### src/rtl/ps2_kbd_rx.sv
`default_nettype none
// ============================================================================
// Module   : ps2_kbd_rx
// Brief    : PS/2 keyboard frame receiver with a show-ahead scan-code FIFO.
// Revision : 1.0 - initial release
// ============================================================================
module ps2_kbd_rx #(
    parameter int KB_W    = 8,
    parameter int DEPTH   = 8,
    parameter int TIMEOUT = 5000
) (
    input  logic            clk,
    input  logic            rst,
    input  logic            ps2_clk,
    input  logic            ps2_data,
    input  logic            sig_rd_kb,
    output logic [KB_W-1:0] kb_rdata,
    output logic            kb_ready,
    output logic            kb_ovf,
    output logic            kb_ferr
);

    localparam int c_AW    = $clog2(DEPTH);
    localparam int c_NBITS = KB_W + 2;
    localparam int c_BW    = $clog2(c_NBITS + 1);
    localparam int c_TW    = $clog2(TIMEOUT + 1);

    localparam logic [c_BW-1:0] c_BIT_LAST = c_BW'(c_NBITS - 1);
    localparam logic [c_TW-1:0] c_TMO_MAX  = c_TW'(TIMEOUT);
    localparam logic [c_TW-1:0] c_TMO_LAST = c_TW'(TIMEOUT - 1);

    localparam logic [1:0] c_IDLE  = 2'd0;
    localparam logic [1:0] c_RECV  = 2'd1;
    localparam logic [1:0] c_CHECK = 2'd2;

    logic               r_clk_s1, r_clk_s2, r_clk_s3;
    logic               r_dat_s1, r_dat_s2;
    logic [1:0]         r_state;
    logic [c_BW-1:0]    r_bitcnt;
    logic [c_NBITS-1:0] r_sh;
    logic [c_TW-1:0]    r_tmo;

    logic               w_fall;
    logic               w_check;
    logic               w_valid;
    logic               w_push;

    logic [KB_W-1:0]    r_mem [DEPTH];
    logic [c_AW:0]      r_rd, r_wr;
    logic               r_ovf;
    logic               w_empty, w_full, w_pop, w_wr_en;

    // Synchronisers idle high so reset never looks like a PS/2 falling edge.
    always_ff @(posedge clk or posedge rst) begin
        if (rst) begin
            r_clk_s1 <= 1'b1;
            r_clk_s2 <= 1'b1;
            r_clk_s3 <= 1'b1;
            r_dat_s1 <= 1'b1;
            r_dat_s2 <= 1'b1;
        end else begin
            r_clk_s1 <= ps2_clk;
            r_clk_s2 <= r_clk_s1;
            r_clk_s3 <= r_clk_s2;
            r_dat_s1 <= ps2_data;
            r_dat_s2 <= r_dat_s1;
        end
    end

    assign w_fall = r_clk_s3 & ~r_clk_s2;

    always_ff @(posedge clk or posedge rst) begin
        if (rst) begin
            r_state  <= c_IDLE;
            r_bitcnt <= '0;
            r_sh     <= '0;
            r_tmo    <= '0;
        end else begin
            case (r_state)
                c_IDLE: begin
                    r_tmo <= '0;
                    if (w_fall && !r_dat_s2) begin
                        r_state  <= c_RECV;
                        r_bitcnt <= '0;
                    end
                end
                c_RECV: begin
                    if (w_fall) begin
                        r_sh  <= {r_dat_s2, r_sh[c_NBITS-1:1]};
                        r_tmo <= '0;
                        if (r_bitcnt == c_BIT_LAST) begin
                            r_state  <= c_CHECK;
                            r_bitcnt <= '0;
                        end else begin
                            r_bitcnt <= r_bitcnt + 1'b1;
                        end
                    end else begin
                        // Saturating count; the frame is abandoned on the TIMEOUT-th idle cycle.
                        if (r_tmo != c_TMO_MAX) begin
                            r_tmo <= r_tmo + 1'b1;
                        end
                        if (r_tmo >= c_TMO_LAST) begin
                            r_state  <= c_IDLE;
                            r_bitcnt <= '0;
                        end
                    end
                end
                c_CHECK: begin
                    r_state <= c_IDLE;
                end
                default: begin
                    r_state <= c_IDLE;
                end
            endcase
        end
    end

    // After a full frame: sh[KB_W-1:0] = data, sh[KB_W] = parity, sh[KB_W+1] = stop.
    assign w_check = (r_state == c_CHECK);
    assign w_valid = (^r_sh[KB_W:0]) & r_sh[KB_W+1];
    assign w_push  = w_check & w_valid;
    assign kb_ferr = w_check & ~w_valid;

    assign w_empty = (r_rd == r_wr);
    assign w_full  = (r_rd[c_AW-1:0] == r_wr[c_AW-1:0]) && (r_rd[c_AW] != r_wr[c_AW]);
    assign w_pop   = sig_rd_kb & ~w_empty;
    assign w_wr_en = w_push & (~w_full | w_pop);

    always_ff @(posedge clk or posedge rst) begin
        if (rst) begin
            r_rd  <= '0;
            r_wr  <= '0;
            r_ovf <= 1'b0;
            for (int i = 0; i < DEPTH; i++) begin
                r_mem[i] <= '0;
            end
        end else begin
            if (w_wr_en) begin
                r_mem[r_wr[c_AW-1:0]] <= r_sh[KB_W-1:0];
                r_wr                  <= r_wr + 1'b1;
            end
            if (w_pop) begin
                r_rd <= r_rd + 1'b1;
            end
            if (w_push && w_full && !w_pop) begin
                r_ovf <= 1'b1;
            end
        end
    end

    assign kb_rdata = r_mem[r_rd[c_AW-1:0]];
    assign kb_ready = ~w_empty;
    assign kb_ovf   = r_ovf;

endmodule
`default_nettype wire

### config.mk
export PLATFORM = sky130hd
export DESIGN_NAME = ps2_kbd_rx
export DESIGN_NICKNAME = d
export VERILOG_FILES = /design/src/rtl/ps2_kbd_rx.sv
export SDC_FILE = /design/constraint.sdc
export NUM_CORES = 1
export LEC_CHECK = 0
export BUFFER_PORTS_ARGS = -buffer_cell sky130_fd_sc_hd__buf_2
export CORE_MARGIN = 3
export CORE_UTILIZATION = 50
export CTS_CLUSTER_SIZE = 12
export DETAILED_ROUTE_END_ITERATION = 8
export PLACE_DENSITY = 0.71
export SETUP_SLACK_MARGIN = 0.1
export SYNTH_ARGS = -nofsm -noshare
export SYNTH_HDL_FRONTEND = slang
export SYNTH_SLANG_ARGS = --single-unit
### constraint.sdc
create_clock -name clk -period 8.2 [get_ports clk]
set_input_delay 0.82 -clock clk [delete_from_list [all_inputs] [get_ports clk]]
set_output_delay 0.82 -clock clk [all_outputs]
set_load 0.01 [all_outputs]
==> metrics.md, run 1 <==
| Metric | Value |
|---|---|
| Outcome | `finished clean` |
| Leak | `0.002672 µW` |
| CP max stage delay | `0.76 ns` |
| P per Cell Area | `237.1 nW/µm²` |
| Cells after synthesis | `378` |
| Final setup viols | `0` |
| Max Cap Viol | `0` |
| Max Buffers Root-to-Sink | `2` |
| Hold path start | `r_clk_s1` |
| Overflow after GRT | `0` |
| Hold depth | `0` |
| CP max stage cell | `xnor2_2` |
| Postcts setup bufs | `0` |
| Library cells used by synthesis | `45` |
| Sequential area share after synthesis | `0.5229` |
| HPWL Detailed | `6.048 mm` |
| Worst path top cell family by delay | `XOR/XNOR gates` |
| Num CTS Buffers | `9` |
| Final hold viol count | `0` |
| GRT Util Overall | `0.1822` |
| Initial Utilization | `0.5203` |
| Via/cell ratio | `5.734` |
| Least-Margin Pin Slew | `1.272 ns` |
| RR Startpoint | `r_sh[4]` |
| Largest net degree at the start of global routing | `83` |
| Crit. End Element | `output pin` |
| Peak supply drop | `142.5 µV` |
| Vias in the first global route | `3061` |
| Hold Worst Slack | `0.3630 ns` |
| Ys Warns | `0` |
| Placed cells | `507` |
| Worst-Skew Late Latency | `0.37 ns` |
| Final Instance Count excl. Fillers | `523` |
| Crit path buf inv count | `1` |
| Syn Std Cell Area | `5132 µm²` |
| Final net count | `396` |
| Reg area | `2684 µm²` |
| Slew HR | `0.1432` |
| Routed len/inst | `18.09 µm` |
| Max Slew Vio Count | `0` |
| Unrepaired setup endpoints after global routing | `no` |
| Critical path required time | `7.38 ns` |
| Fmax | `279.4 MHz` |
| Initial antenna violation count | `0` |
| Tcrit/Tclk final | `0.4364` |
| Via count | `2999` |
| Reg clk slew, reported paths | `0.10 ns` |
| Final wirelength | `9.461 mm` |
| H-tree lvl count | `3` |
| Min-Delay Endpoint | `r_clk_s2` |
| First-pass GRT wire length | `16.15 mm` |
| Fillers | `795` |
| Antenna-violating nets left | `0` |
| CTS tree | `done` |
| DRC viols | `0` |
| CP cell instances | `xnor2_1 -> xnor3_1 -> xnor2_2 -> a21boi_0 -> buf_2` |
| Worst setup SP type | `flop` |
| Crit path setup slack, layout | `4.621 ns` |
| Layout cell share with drive strength beyond 1 | `0.3641` |
| Final setup TNS | `0 ns` |
| Seq cells post-synth | `107` |
| GPL Wtd Cong | `0.7993` |
| Placement Cell Area | `5300 µm²` |
| Final instance area | `5520 µm²` |
| CP max FO | `12` |
| Core Area | `9864 µm²` |
| DIE AREA | `11520 µm²` |
| Rows | `36` |
| Clock Sinks | `107` |
| Worst hold path class | `flop to flop` |
| Area growth syn-to-layout | `7.557%` |
| Die Y | `107.3 µm` |
| Top-Level Pins | `16` |
| Port bufs | `15` |
| Most used DFF post-synth | `dfrtp_1` |
| Post-cts gate resize count | `0` |
| Horiz. Die Dim | `107.3 µm` |
| Drt pass-1 iters | `5` |
| Crit Path Class | `flop to output pin` |
| Mapped Nets | `389` |
| CTS root buffer | `clkbuf_8` |
| Post-synthesis average cell area | `13.58 µm²` |
| Drt first-iter violations | `167` |
| Clock skew | `0.01669 ns` |
| Arrival time at the worst endpoint | `2.76 ns` |
| Reg-to-reg slack, setup | `5.19 ns` |
| Post-synth ARST share | `1.000` |
| Final critical-path required period | `3.579 ns` |
| RR Endpoint | `r_mem[55]` |
| Post-synth EDFFs | `0` |
| Antenna cells | `0` |
| Hold-fix buffers, CTS | `0` |
| FF-to-FF path depth | `5` |
| Footprint of the multi-input gates | `2308 µm²` |
| Place WS | `4.959 ns` |
## state kept, by name, summed over array words and instances, names as in the netlist
register / count
r_rd: 4
r_tmo: 13
r_sh: 10
r_state: 2
r_clk_s3: 1
r_bitcnt: 4
r_clk_s1: 1
r_dat_s1: 1
kb_ovf: 1
r_clk_s2: 1
r_dat_s2: 1
r_mem: 64
r_wr: 4
## report_power, final
| group | switching [µW] | total, µW | internal [µW] | leakage [µW] |
|---|---|---|---|---|
| Sequential | 70.4 | 636 | 566 | 0.00146 |
| Clock | 185 | 348 | 163 | 0.000110 |
| Combinational | 183 | 324 | 142 | 0.00111 |
## worst max-delay path by stage
stage | startpoint | to | slack [ns] | depth (start not counted)
6_report | r_sh[4] | kb_ferr | 4.62 | 5
5_1_grt | r_sh[4] | kb_ferr | 4.42 | 5
4_1_cts | r_sh[4] | kb_ferr | 4.53 | 5
3_5_place_dp | r_sh[4] | kb_ferr | 4.96 | 5
3_3_place_gp | r_sh[4] | kb_ferr | 5.02 | 5
2_1_floorplan | rst | kb_ovf | 4.57 | 1
## per-layer routing
layer  track usage  up-vias  share of wire  wire length (µm)
met4       0.06849        0          0.017               165
met2        0.2739       27           0.46              4378
met1        0.2707     1565           0.50              4702
met3       0.02519       12          0.023               214
li1              -     1395              -                 -
met5             0        -              0                 0
## cell families after synthesis
logic type                 Yosys count  synth area share
DFF                                107            0.5229
muxes                              101            0.2565
and+or+nand+nor                     68           0.08752
AOI/OAI and AO/OA                   44           0.05314
buffers and inverters               33           0.02730
xor gates and xnor gates            19           0.03803
adders and majority gates            6           0.01463
## stage by stage
| step | power (µW) | utilization |
|---|---|---|
| 3_3_place_gp | 965.9 | 0.5373 |
| 4_1_cts | 1321 | 0.5596 |
| 3_5_place_dp | 975.9 | 0.5373 |
| 6_report | 1309 | 0.5596 |
| 2_1_floorplan | 928.0 | - |
| 5_1_grt | 1382 | 0.5596 |
## synthesized netlist by cell type (2+ instances only)
master / instances / share of area
dfrtp_1: 102 / 0.50
mux2_2: 76 / 0.17
o21ai_0: 21 / 0.020
clkbuf_1: 16 / 0.012
mux4_2: 16 / 0.070
xnor2_1: 13 / 0.022
nor2_1: 12 / 0.0088
inv_1: 11 / 0.0080
nand3_1: 11 / 0.011
nand2_1: 10 / 0.0073
mux2_1: 8 / 0.018
and3_1: 6 / 0.0073
ha_1: 6 / 0.015
nand2b_1: 6 / 0.0073
o31ai_1: 6 / 0.0088
dfstp_2: 5 / 0.026
a31oi_1: 4 / 0.0049
nand4_1: 4 / 0.0049
nor2b_1: 4 / 0.0049
nor3_1: 4 / 0.0039
buf_2: 3 / 0.0029
nand4_4: 3 / 0.012
xor2_1: 3 / 0.0051
a21oi_1: 2 / 0.0020
nand4b_2: 2 / 0.0059
o211ai_1: 2 / 0.0029
o22ai_1: 2 / 0.0024
or4_1: 2 / 0.0029
xnor2_2: 2 / 0.0063
## layout make-up
type | instances | area share
Sequential cell | 107 | 0.4862
Multi-Input combinational cell | 238 | 0.4182
Tap cell | 133 | 0.03015
Clock buffer | 11 | 0.02743
Timing Repair Buffer | 18 | 0.01768
Clock inverter | 5 | 0.01247
Inverter | 11 | 0.007933
## placed cells by master, fill, tap and decap left out, drive strengths merged, types with 3 or more instances in the layout
cell    Yosys  routed
nand4b      3       3
xnor2      15      15
nor2       12      12
mux2       84      84
dfstp       5       5
buf         5      18
and3        6       6
clkbuf     17      11
nand4       7       7
nand2b      6       6
mux4       16      16
nor3        4       4
o21ai      21      21
xor2        3       3
ha          6       6
nor2b       4       4
nand2      10      10
inv        11      13
dfrtp     102     102
nand3      13      13
a31oi       4       4
o31ai       6       6
Power figures use the tool's default switching activity.
==> inputs of run 2 (changes only) <==
- ABC_AREA: unset -> 1
- clock period: 8.2 -> 3.3 ns (I/O delays scaled with it)
==> metrics.md, run 2 <==
| Metric | Value |
|---|---|
| Commonest cells in the netlist | `nand2_1, dfrtp_1, nand4_1, nor2_1, o21ai_0` |
| Post-layout util | `0.5647 (+0.005112)` |
| Hold-fix buffers, CTS | `0 (unchanged)` |
| Final setup TNS | `0 ns (unchanged)` |
| CP endpoint | `kb_rdata[2]` |
| Adder-Cell Fraction of Synth Area | `0.01279 (-0.001834)` |
| Fmax | `380.7 MHz` |
| Worst setup SP type | `flop` |
| Port bufs | `15 (unchanged)` |
| Die Y | `114.3 µm (+6.5%)` |
| GRT Util Overall | `0.2335 (+0.05133)` |
| Via count | `5049 (+68%)` |
| Overflow after GRT | `0 (unchanged)` |
| Post-synth EDFFs | `0 (unchanged)` |
| FF-to-FF path depth | `8 (+3)` |
| Area growth syn-to-layout | `7.527% (about the same)` |
| Max Slew Vio Count | `0 (unchanged)` |
| Antenna cells | `0 (unchanged)` |
| Most common cell in the netlist | `nand2_1` |
| Cells after synthesis | `710 (+88%)` |
| Mapped Nets | `721 (+85%)` |
| Synth area leaders | `dfrtp_1, nand2_1, nand4_1` |
| Syn Std Cell Area | `5868 µm² (+14%)` |
| Critical path required time | `2.97 ns (-4.41 ns)` |
| Top-Level Pins | `16 (unchanged)` |
| Crit. End Element | `output pin` |
| Max Cap Viol | `0 (unchanged)` |
| Final hold viol count | `0 (unchanged)` |
| Reg area | `2684 µm² (unchanged)` |
| Antenna-violating nets left | `0 (unchanged)` |
| Fillers | `982 (+24%)` |
| Vias in the first global route | `4785 (+56%)` |
| Crit path launch | `r_rd[0]` |
| Footprint of the multi-input gates | `2746 µm² (+19%)` |
| Final critical-path required period | `2.627 ns` |
| Most frequent cells in the layout | `nand2_1, dfrtp_1, nand4_1, nor2_1, o21ai_0` |
| Outcome | `finished clean` |
| Tcrit/Tclk final | `0.7960` |
| Drt first-iter violations | `523 (+210%)` |
| Max Buffers Root-to-Sink | `2 (unchanged)` |
| P_sw | `1686 µW (+280%)` |
| Postcts setup bufs | `0 (unchanged)` |
| Synth top area share | `0.4350 (-0.06235)` |
| Combinational share of power | `0.349 (+0.101)` |
| Post-synth ARST share | `1.000 (unchanged)` |
| Reg clk slew, reported paths | `0.07 ns (-0.03 ns)` |
| CP cell instances | `inv_1 -> buf_4 -> o21ai_0 -> o22ai_1 -> nor2_1 -> a31oi_1 -> buf_2` |
| Seq pwr share | `0.375 (-0.111)` |
| Mux cell area share after synthesis | `0 (-0.2565)` |
| H-tree lvl count | `3 (unchanged)` |
| Least-Margin Pin Slew | `0.8386 ns (-0.4332 ns)` |
| Regs by FF count | `r_mem x64, r_tmo x13, r_sh x10` |
| Slew HR | `0.4410 (+0.2978)` |
| Synth Area in Simple Gates | `0.3593 (+0.2718)` |
| Routed len/inst | `17.00 µm (-6.0%)` |
| Internal power | `2511 µW (+190%)` |
| Initial antenna violation count | `0 (unchanged)` |
| Final wirelength | `14.59 mm (+54%)` |
| Placed cells | `842 (+66%)` |
| Commonest non-fill, non-tap cell in the layout | `nand2_1` |
| RR Startpoint | `r_sh[1]` |
| Clock skew | `0.009586 ns (-0.007109 ns)` |
| Library cells used by synthesis | `37 (-18%)` |
| Drt pass-1 iters | `5 (unchanged)` |
| Sequential area share after synthesis | `0.4574 (-0.06556)` |
| Final Instance Count excl. Fillers | `858 (+64%)` |
| Initial Utilization | `0.5252 (+0.004902)` |
| Arrival time at the worst endpoint | `2.30 ns (-0.46 ns)` |
| Area leader, netlist | `dfrtp_1` |
| Leak | `0.003116 µW (+17%)` |
| Largest family of logic cells by synthesized area | `simple AND/OR/NAND/NOR gates` |
| DIE AREA | `13070 µm² (+14%)` |
| Most used DFF post-synth | `dfrtp_1` |
| Final net count | `724 (+83%)` |
| CTS tree | `done` |
| CP max FO | `19 (+7)` |
| Rows | `38 (+5.6%)` |
| Clk pwr share | `0.277 (+0.011)` |
| P per Cell Area | `665.3 nW/µm² (+180%)` |
| Reg-to-reg slack, setup | `0.87 ns (-4.32 ns)` |
| Horiz. Die Dim | `114.3 µm (+6.5%)` |
| Top reg by flops | `r_mem` |
| Net Sw Frac | `0.4017 (+0.06674)` |
| Peak supply drop | `813.1 µV (+470%)` |
| Post-synthesis average cell area | `8.265 µm² (-39%)` |
| Compound-Gate Fraction of Synth Area | `0.07804 (+0.02489)` |
| Ys Warns | `0 (unchanged)` |
| Worst-Skew Late Latency | `0.36 ns (about the same)` |
| CP max stage cell | `inv_1` |
| Seq cells post-synth | `107 (unchanged)` |
| Clock Sinks | `107 (unchanged)` |
| Layout cell share with drive strength beyond 1 | `0.1351 (-0.2290)` |
| CTS root buffer | `clkbuf_16` |
| Synth Area in XOR/XNOR | `0.01791 (-0.02012)` |
| HPWL Detailed | `9.450 mm (+56%)` |
| Unrepaired setup endpoints after global routing | `no` |
| Post-cts gate resize count | `0 (unchanged)` |
| First-pass GRT wire length | `24.14 mm (+49%)` |
| Largest net degree at the start of global routing | `45 (-46%)` |
| Crit Path Class | `flop to output pin` |
| RR Endpoint | `r_mem[58]` |
| DRC viols | `0 (unchanged)` |
| CP max stage delay | `0.45 ns (-0.31 ns)` |
| Via/cell ratio | `5.885 (+2.6%)` |
| Worst hold path class | `primary input to async pin` |
| GPL Wtd Cong | `0.9317 (+17%)` |
| Core Area | `11170 µm² (+13%)` |
| Final setup viols | `0 (unchanged)` |
| Num CTS Buffers | `9 (unchanged)` |
| Largest register FFs | `64 (unchanged)` |
[run 2: cell count changes in the layout (fill, tap and decap cells not counted), sizes merged, moves of 7 or more]
cell   delta
nand3    +15
nor2     +68
nand2   +201
nand4    +74
o21ai    +32
mux2     -84
nor3     +10
inv      +31
mux4     -16
a21oi     +9
buf      +13
xnor2    -12
o22ai     +7
[run 2: area by class of cell]
cell class                 instances  share of cell area
clock inverter                     7             0.01448
sequential                       107              0.4253
timing repair buffer              31             0.03490
clock buffer                       9             0.03569
tap                              140             0.02776
inverter                          44             0.02657
multi-input combinational        520              0.4353
[run 2: how the worst min path moves through the flow]
stage	slack (ns)	cells past startpoint	from	end
floorplan	0.33	0	ps2_clk	r_clk_s1
CTS	0.05	2	rst	r_mem[14]
global route	0.05	1	ps2_clk	r_clk_s1
global placement	0.35	0	r_dat_s1	r_dat_s2
finish	0.03	2	rst	r_mem[7]
detailed placement	0.35	0	r_clk_s1	r_clk_s2
[run 2: metal layers]
metal	vias to the layer above	GRT usage	wire [µm]
li1	2399	-	-
met1	2431	0.3342	6487
met2	191	0.3404	6631
met3	28	0.06448	1111
met4	0	0.08393	355
met5	-	0	0
[run 2: critical path: cells and delay by family, from the launching register on]
| kind | cells | cell delay, ns |
|---|---|---|
| buffers and inverters | 3 | 0.94 |
| AOI/OAI and AO/OA | 3 | 0.52 |
| DFF | 1 | 0.38 |
| and+or+nand+nor | 1 | 0.08 |
[run 2: power by group through the flow]
stage               Combinational [µW]  Sequential (µW)  Clock [µW]
floorplan                         1140             1490           0
global placement                  1430             1590           0
detailed placement                1440             1590           0
CTS                               1450             1570        1180
global route                      1600             1590        1230
finish                            1460             1570        1160
[run 2: cells by family after synthesis]
logic type      count (synthesis)
buf+inv                        83
compound gates                 84
flops                         107
simple gates                  418
fa+ha+maj                       6
xor+xnor                       12
[run 2: per-stage QoR]
| stage | cell area, µm² | hold slack, ns | setup WS, ns | power, µW |
|---|---|---|---|---|
| floorplan | 5868 | 0.3345 | 0.1610 | 2626 |
| CTS | 6310 | 0.04699 | 0.7550 | 4199 |
| global placement | 5993 | 0.3480 | 0.9482 | 3019 |
| detailed placement | 5993 | 0.3491 | 0.9347 | 3036 |
| global route | 6310 | 0.05146 | 0.5384 | 4423 |
| finish | 6310 | 0.03217 | 0.6731 | 4198 |
